[config.mk]
export PLATFORM = sky130hd
export DESIGN_NAME = mem_wdata_fwd_unit
export DESIGN_NICKNAME = d
export VERILOG_FILES = /design/src/rtl/mem_wdata_fwd_unit.sv
export SDC_FILE = /design/constraint.sdc
export NUM_CORES = 1
export LEC_CHECK = 0
export CAP_MARGIN = 20
export CORE_MARGIN = 10
export CORE_UTILIZATION = 52
export DETAILED_ROUTE_END_ITERATION = 7
export PLACE_DENSITY_LB_ADDON = 0.25
export SLEW_MARGIN = 0
export SYNTH_ARGS = -nofsm -noshare
export SYNTH_HDL_FRONTEND = slang
export SYNTH_SLANG_ARGS = --single-unit
[constraint.sdc]
create_clock -name clk -period 4.1 [get_ports clk]
set_clock_uncertainty 0.1 [all_clocks]
set_input_delay 0.82 -clock clk [delete_from_list [all_inputs] [get_ports clk]]
set_output_delay 0.82 -clock clk [all_outputs]
set_load 0.03 [all_outputs]
[src/rtl/mem_wdata_fwd_unit.sv]
// MEM-stage store-data forwarding: wb bus, write history or load hold register,
// with load-wait stall, size replication and byte strobe generation.
module mem_wdata_fwd_unit #(
    parameter int XLEN     = 32,
    parameter int REG_AW   = 5,
    parameter int DEPTH    = 2,
    parameter bit ALIGN_EN = 1'b1,
    localparam int NB      = XLEN / 8,
    localparam int AW      = $clog2(NB)
) (
    input  logic              clk,
    input  logic              rst_n,
    input  logic              flush,
    input  logic              wb_valid,
    input  logic [REG_AW-1:0] wb_rd,
    input  logic [XLEN-1:0]   wb_data,
    input  logic              lp_valid,
    input  logic [REG_AW-1:0] lp_rd,
    input  logic              mem_valid,
    input  logic              mem_is_store,
    input  logic [REG_AW-1:0] mem_rs2,
    input  logic [XLEN-1:0]   mem_rs2_data,
    input  logic [1:0]        mem_size,
    input  logic [AW-1:0]     mem_addr_lo,
    input  logic              mem_advance,
    output logic [XLEN-1:0]   mem_wdata_o,
    output logic [NB-1:0]     mem_wstrb_o,
    output logic [1:0]        fwd_src_o,
    output logic              stall_o,
    output logic [15:0]       wait_cnt_o
);

    typedef enum logic [1:0] {
        ST_IDLE,
        ST_WAIT,
        ST_READY
    } state_t;

    state_t state_q, state_d;

    logic [REG_AW-1:0]            wait_rd_q;
    logic [XLEN-1:0]              hold_q;
    logic [15:0]                  cnt_q;
    logic [DEPTH-1:0]             hv_q;
    logic [DEPTH-1:0][REG_AW-1:0] hrd_q;
    logic [DEPTH-1:0][XLEN-1:0]   hdata_q;

    logic            store_act;
    logic            st_valid;
    logic            wb_hit;
    logic            wait_enter;
    logic            ld_ret;
    logic            push;
    logic            hist_hit;
    logic [XLEN-1:0] hist_data;
    logic [XLEN-1:0] sel_data;

    assign st_valid   = mem_valid & mem_is_store;
    assign store_act  = st_valid & (mem_rs2 != '0);
    assign wb_hit     = store_act & wb_valid & (wb_rd == mem_rs2);
    assign wait_enter = store_act & lp_valid & (lp_rd == mem_rs2) & ~wb_hit;
    assign ld_ret     = wb_valid & (wb_rd == wait_rd_q);
    assign push       = wb_valid & (wb_rd != '0);

    // Scan oldest to youngest so the youngest matching entry wins.
    always_comb begin
        hist_hit  = 1'b0;
        hist_data = '0;
        for (int i = DEPTH - 1; i >= 0; i--) begin
            if (hv_q[i] && hrd_q[i] == mem_rs2) begin
                hist_hit  = 1'b1;
                hist_data = hdata_q[i];
            end
        end
    end

    always_ff @(posedge clk or negedge rst_n) begin
        if (!rst_n) begin
            hv_q    <= '0;
            hrd_q   <= '0;
            hdata_q <= '0;
        end else if (push) begin
            hv_q[0]    <= 1'b1;
            hrd_q[0]   <= wb_rd;
            hdata_q[0] <= wb_data;
            for (int i = 1; i < DEPTH; i++) begin
                hv_q[i]    <= hv_q[i-1];
                hrd_q[i]   <= hrd_q[i-1];
                hdata_q[i] <= hdata_q[i-1];
            end
        end
    end

    always_ff @(posedge clk or negedge rst_n) begin
        if (!rst_n) state_q <= ST_IDLE;
        else        state_q <= state_d;
    end

    always_comb begin
        state_d = state_q;
        if (flush) begin
            state_d = ST_IDLE;
        end else begin
            unique case (state_q)
                ST_IDLE:  if (wait_enter)  state_d = ST_WAIT;
                ST_WAIT:  if (ld_ret)      state_d = ST_READY;
                ST_READY: if (mem_advance) state_d = ST_IDLE;
                default:                   state_d = ST_IDLE;
            endcase
        end
    end

    always_comb begin
        stall_o = ((state_q == ST_IDLE) & wait_enter) | (state_q == ST_WAIT);
    end

    always_ff @(posedge clk or negedge rst_n) begin
        if (!rst_n) begin
            wait_rd_q <= '0;
            hold_q    <= '0;
            cnt_q     <= '0;
        end else begin
            if (state_q == ST_IDLE && wait_enter) wait_rd_q <= mem_rs2;
            if (flush)                              hold_q <= '0;
            else if (state_q == ST_WAIT && ld_ret) hold_q <= wb_data;
            if (stall_o && !flush && cnt_q != 16'hFFFF) cnt_q <= cnt_q + 16'd1;
        end
    end

    assign wait_cnt_o = cnt_q;

    always_comb begin
        fwd_src_o = 2'd0;
        sel_data  = mem_rs2_data;
        if (mem_rs2 != '0) begin
            if (state_q == ST_READY) begin
                fwd_src_o = 2'd3;
                sel_data  = hold_q;
            end else if (wb_hit) begin
                fwd_src_o = 2'd1;
                sel_data  = wb_data;
            end else if (store_act && hist_hit) begin
                fwd_src_o = 2'd2;
                sel_data  = hist_data;
            end
        end
    end

    logic [1:0]      sz;
    logic [AW-1:0]   off;
    logic [NB-1:0]   mask;
    logic [XLEN-1:0] rep;

    // A doubleword on a 32-bit datapath degrades to a word access.
    always_comb begin
        sz = (XLEN == 32 && mem_size == 2'd3) ? 2'd2 : mem_size;
        unique case (sz)
            2'd0: begin
                rep  = {NB{sel_data[7:0]}};
                mask = NB'(1);
            end
            2'd1: begin
                rep  = {(NB/2){sel_data[15:0]}};
                mask = NB'(3);
            end
            2'd2: begin
                rep  = {(NB/4){sel_data[31:0]}};
                mask = NB'(15);
            end
            default: begin
                rep  = sel_data;
                mask = '1;
            end
        endcase
        off = mem_addr_lo & ~AW'((1 << sz) - 1);
        if (ALIGN_EN) begin
            mem_wdata_o = rep;
            mem_wstrb_o = st_valid ? NB'(mask << off) : '0;
        end else begin
            mem_wdata_o = sel_data;
            mem_wstrb_o = st_valid ? '1 : '0;
        end
    end

endmodule

==> impl_metrics.json <==
{
  "run_status": "finished with violations",
  "failed_checks": "negative setup slack",
  "r2r_start": "wait_rd_q[3]$_DFFE_PN0P_",
  "internal_power_mw": 2.72,
  "post_synth_num_cell_types": 64,
  "insertedDiodeCount": 0,
  "muxShareOfSynthArea_pct": 19.6,
  "postSynth.topFlopCell": "dfrtp_1",
  "power.share.sequential_pct": 38.7,
  "gr-usage-all-layers_pct": 25.8,
  "drt-initial-drc-count": 695,
  "critPathArrivalTime_ns": 3.21,
  "count_of_h_tree_levels_built_during_cts": 4,
  "final_hold_violation_count": 0,
  "globalplace.congestion": 0.956,
  "timing.slew.headroom_pct": 53.7,
  "floorplan.die.width_um": 139,
  "grt_antenna_before_repair": 0,
  "yosys_register_bits": 131,
  "netlist_instances": 685,
  "max-vdd-ir-drop_uv": 346,
  "route.vias.total": 6854,
  "routed_wirelength_um": 26800,
  "p_comb_share_pct": 23.2,
  "crit_family": "compound AO/OA/AOI/OAI gates",
  "viasPerCell": 6.17,
  "crit_type": "in -> out",
  "synth.largest_area_cell": "dfrtp_1",
  "finalWorstPathRequiredPeriod_ns": 4.13,
  "critPathSlowestCell": "or4_4",
  "average_wire_per_standard_cell_um": 24.1,
  "dp_slack_ns": -0.523,
  "critical_path_endpoint_category": "primary output",
  "route.antenna.remaining_nets": 0,
  "power.net_switching_mw": 1.11,
  "synth_top_family_by_area": "multiplexers",
  "synthesis.area_per_instance_um2": 10.8,
  "grt_first_pass_wirelength_um": 40300,
  "drc_errors": 0,
  "die-area_mm2": 0.0194,
  "synth_xor_xnor_area_share_pct": 4.73,
  "slew_at_the_pin_closest_to_its_max_slew_limit_ns": 0.685,
  "finalNetCount": 1010,
  "yosys.area_share.adder_pct": 0.339,
  "numPortBuffers": 145,
  "dieHeight_um": 139,
  "net_switching_share_of_the_total_power_pct": 29.0,
  "synth-edff-count": 0,
  "first_pass_iters": 6,
  "drive_gt1_share_pct": 37.5,
  "worstHoldPathType": "in -> async",
  "postSynth.asyncResetShare_pct": 100,
  "hpwl_um": 17800,
  "synth.net_count": 778,
  "setup_ws_ns": -0.0309,
  "rrSetupSlack_ns": 1.82,
  "clock_tree.root_cell": "clkbuf_16",
  "startpoint_type": "primary input",
  "worst_r2r_endpoint": "hold_q[6]$_DFFE_PN0P_",
  "synth_area_mm2": 0.00738,
  "yosys.area_share.simple_pct": 11.8,
  "path_buf_inv": 3,
  "insertion_delay_ns": 0.42,
  "ff2ff_path_depth": 7,
  "clock_power_share_pct": 38.1,
  "tritoncts": "built",
  "number_of_standard_cell_rows_in_the_floorplan": 43,
  "cts.sink_count": 131,
  "layout.area.seq_mm2": 0.00328,
  "initial_utilization_pct": 53.2,
  "finish.utilization_pct": 78.8,
  "final_max_slew_viol_count": 0,
  "layout_worst_path_cycle_share_pct": 101,
  "num-fill-cells": 843,
  "max_stage_delay_ns": 0.59,
  "compound_gate_fraction_of_synth_area_pct": 15.6,
  "num_io_pins": 146,
  "timing.critical_path.fanout_max": 4,
  "power.leakage_nw": 4.86,
  "max_cap_violations": 0,
  "leading_post_synthesis_cells_by_cell_area": "dfrtp_1 44%, mux2_2 14%, mux2i_1 5.7%",
  "fin_tns_setup_ns": -0.0584,
  "gr-total-overflow": 0,
  "multi_input_gate_area_mm2": 0.00424,
  "grt_max_degree": 77,
  "p_total_mw": 3.83,
  "area.growth.synth_to_final_pct": 48.1,
  "yosys_warnings": 0,
  "cts_buffers": 17,
  "grt_setup_unrepaired": "yes",
  "first_global_vias": 7118,
  "clock_path_buffers": 2,
  "synth_top_cell_area_share_pct": 44.4,
  "core_region_area_mm2": 0.0139,
  "chain_of_cells_forming_the_critical_path": "buf_2 > or4_4 > o211ai_4 > nor3_4 > buf_4 > a22o_1 > a221o_1 > a211o_1 > buf_12",
  "crit_required_ns": 3.18,
  "cellPowerDensity_mw_per_mm2": 350,
  "max_freq_mhz": 242,
  "worst_setup_hold_path_clk_slew_ns": 0.06,
  "setup_viol": 3,
  "synth.yosys.seq_area_share_pct": 44.4
}
==> synth_stat cells, types with 5 or more instances <==
| library cell | n |
|---|---|
| a22oi_1 | 6 |
| buf_4 | 5 |
| nand4_1 | 5 |
| nor2_1 | 49 |
| o311a_1 | 5 |
| a21oi_1 | 24 |
| a22o_1 | 27 |
| xnor2_1 | 21 |
| a221o_1 | 5 |
| xor2_1 | 17 |
| nand2_1 | 65 |
| mux2i_1 | 42 |
| inv_1 | 12 |
| o2bb2ai_1 | 8 |
| nand3_1 | 34 |
| o211ai_1 | 8 |
| clkbuf_1 | 23 |
| buf_2 | 11 |
| mux2_2 | 91 |
| a21o_1 | 5 |
| o211a_1 | 16 |
| o2111ai_1 | 6 |
| dfrtp_1 | 131 |
==> cells in the final DEF (no fill, tap or decap), types with 6 or more instances in the layout <==
master | netlist | routed
o211a_1 | 16 | 16
buf_12 | 0 | 27
xor2_1 | 17 | 16
o211ai_1 | 8 | 8
a22oi_1 | 6 | 6
a22o_1 | 27 | 27
inv_1 | 12 | 11
nand2_1 | 65 | 63
clkdlybuf4s50_1 | 0 | 94
mux2_4 | 0 | 10
a21oi_2 | 1 | 13
nand3_1 | 34 | 28
buf_4 | 5 | 110
buf_6 | 3 | 14
clkbuf_16 | 0 | 18
a21oi_1 | 24 | 9
mux2_2 | 91 | 81
nor2_1 | 49 | 46
xnor2_1 | 21 | 16
nand3_2 | 0 | 6
dfrtp_1 | 131 | 131
mux2i_1 | 42 | 42
==> metal layers <==
| layer | vias up | part of all wire, % | track usage [%] |
|---|---|---|---|
| met5 | - | 0 | 0 |
| met4 | 0 | 3.6 | 9.06 |
| met3 | 82 | 7.0 | 6.03 |
| met2 | 378 | 51 | 44.1 |
| met1 | 3409 | 39 | 31.0 |
| li1 | 2985 | - | - |
==> registers in the layout (all words and copies together), names as in the netlist <==
register / cells
state_q: 2
wait_rd_q: 5
hv_q: 2
hrd_q: 10
wait_cnt_o: 16
hold_q: 32
hdata_q: 64
==> layout make-up <==
class                      count  share of cell area, %
multi-input combinational    499                   38.8
sequential                   131                   30.0
inverter                      12                  0.412
clock buffer                  20                   4.18
timing repair buffer         256                   23.6
tap                          180                   2.06
clock inverter                12                  0.996
==> power by group through the flow <==
stage	registers, mW	clock network [mW]	logic [mW]
floorplan	1.48	0	0.399
global route	1.49	1.52	0.930
finish	1.48	1.46	0.886
global placement	1.48	0	0.755
CTS	1.47	1.45	0.819
detailed placement	1.49	0	0.771
==> repair_timing <==
item | CTS | global route
pin swaps | 28 | 36
endpoints found under the setup margin | 32 | 25
resized for setup | 71 | 48
buffers inserted | 17 | 18
hold buffers | 0 | 0
gates cloned | 2 | 0
endpoints found under the hold margin | 0 | 0
==> per-stage QoR <==
stage          cell area [um^2]  std cells  hold WS, ns
4_1_cts                   10600       1093        0.246
3_5_place_dp               9630       1043        0.387
2_1_floorplan              7390        685        0.367
5_1_grt                   10900       1110        0.262
6_report                  10900       1110        0.236
3_3_place_gp               9630       1043        0.374
==> how the worst max path moves through the flow <==
stage	slack [ns]	from	cells past startpoint	end
final	-0.03	mem_rs2[2]	9	mem_wdata_o[26]
after global routing	-0.06	mem_rs2[2]	13	mem_wdata_o[11]
after CTS	-0.007	mem_rs2[1]	10	mem_wdata_o[26]
after detailed placement	-0.52	mem_rs2[4]	10	mem_wdata_o[11]
after global placement	-0.41	mem_rs2[4]	10	mem_wdata_o[19]
after floorplan	0.09	mem_rs2[2]	8	mem_wdata_o[18]
==> logic make-up (layout without fill, tap and decap cells) <==
family | after synthesis | count (layout)
AO/OA/AOI/OAI | 138 | 138
XOR/XNOR | 39 | 39
adder cells (fa/ha/maj) | 2 | 2
buffers and inverters | 55 | 300
flip-flops | 131 | 131
multiplexers | 133 | 133
AND/OR/NAND/NOR | 187 | 187
(Power assumes the default switching activity.)
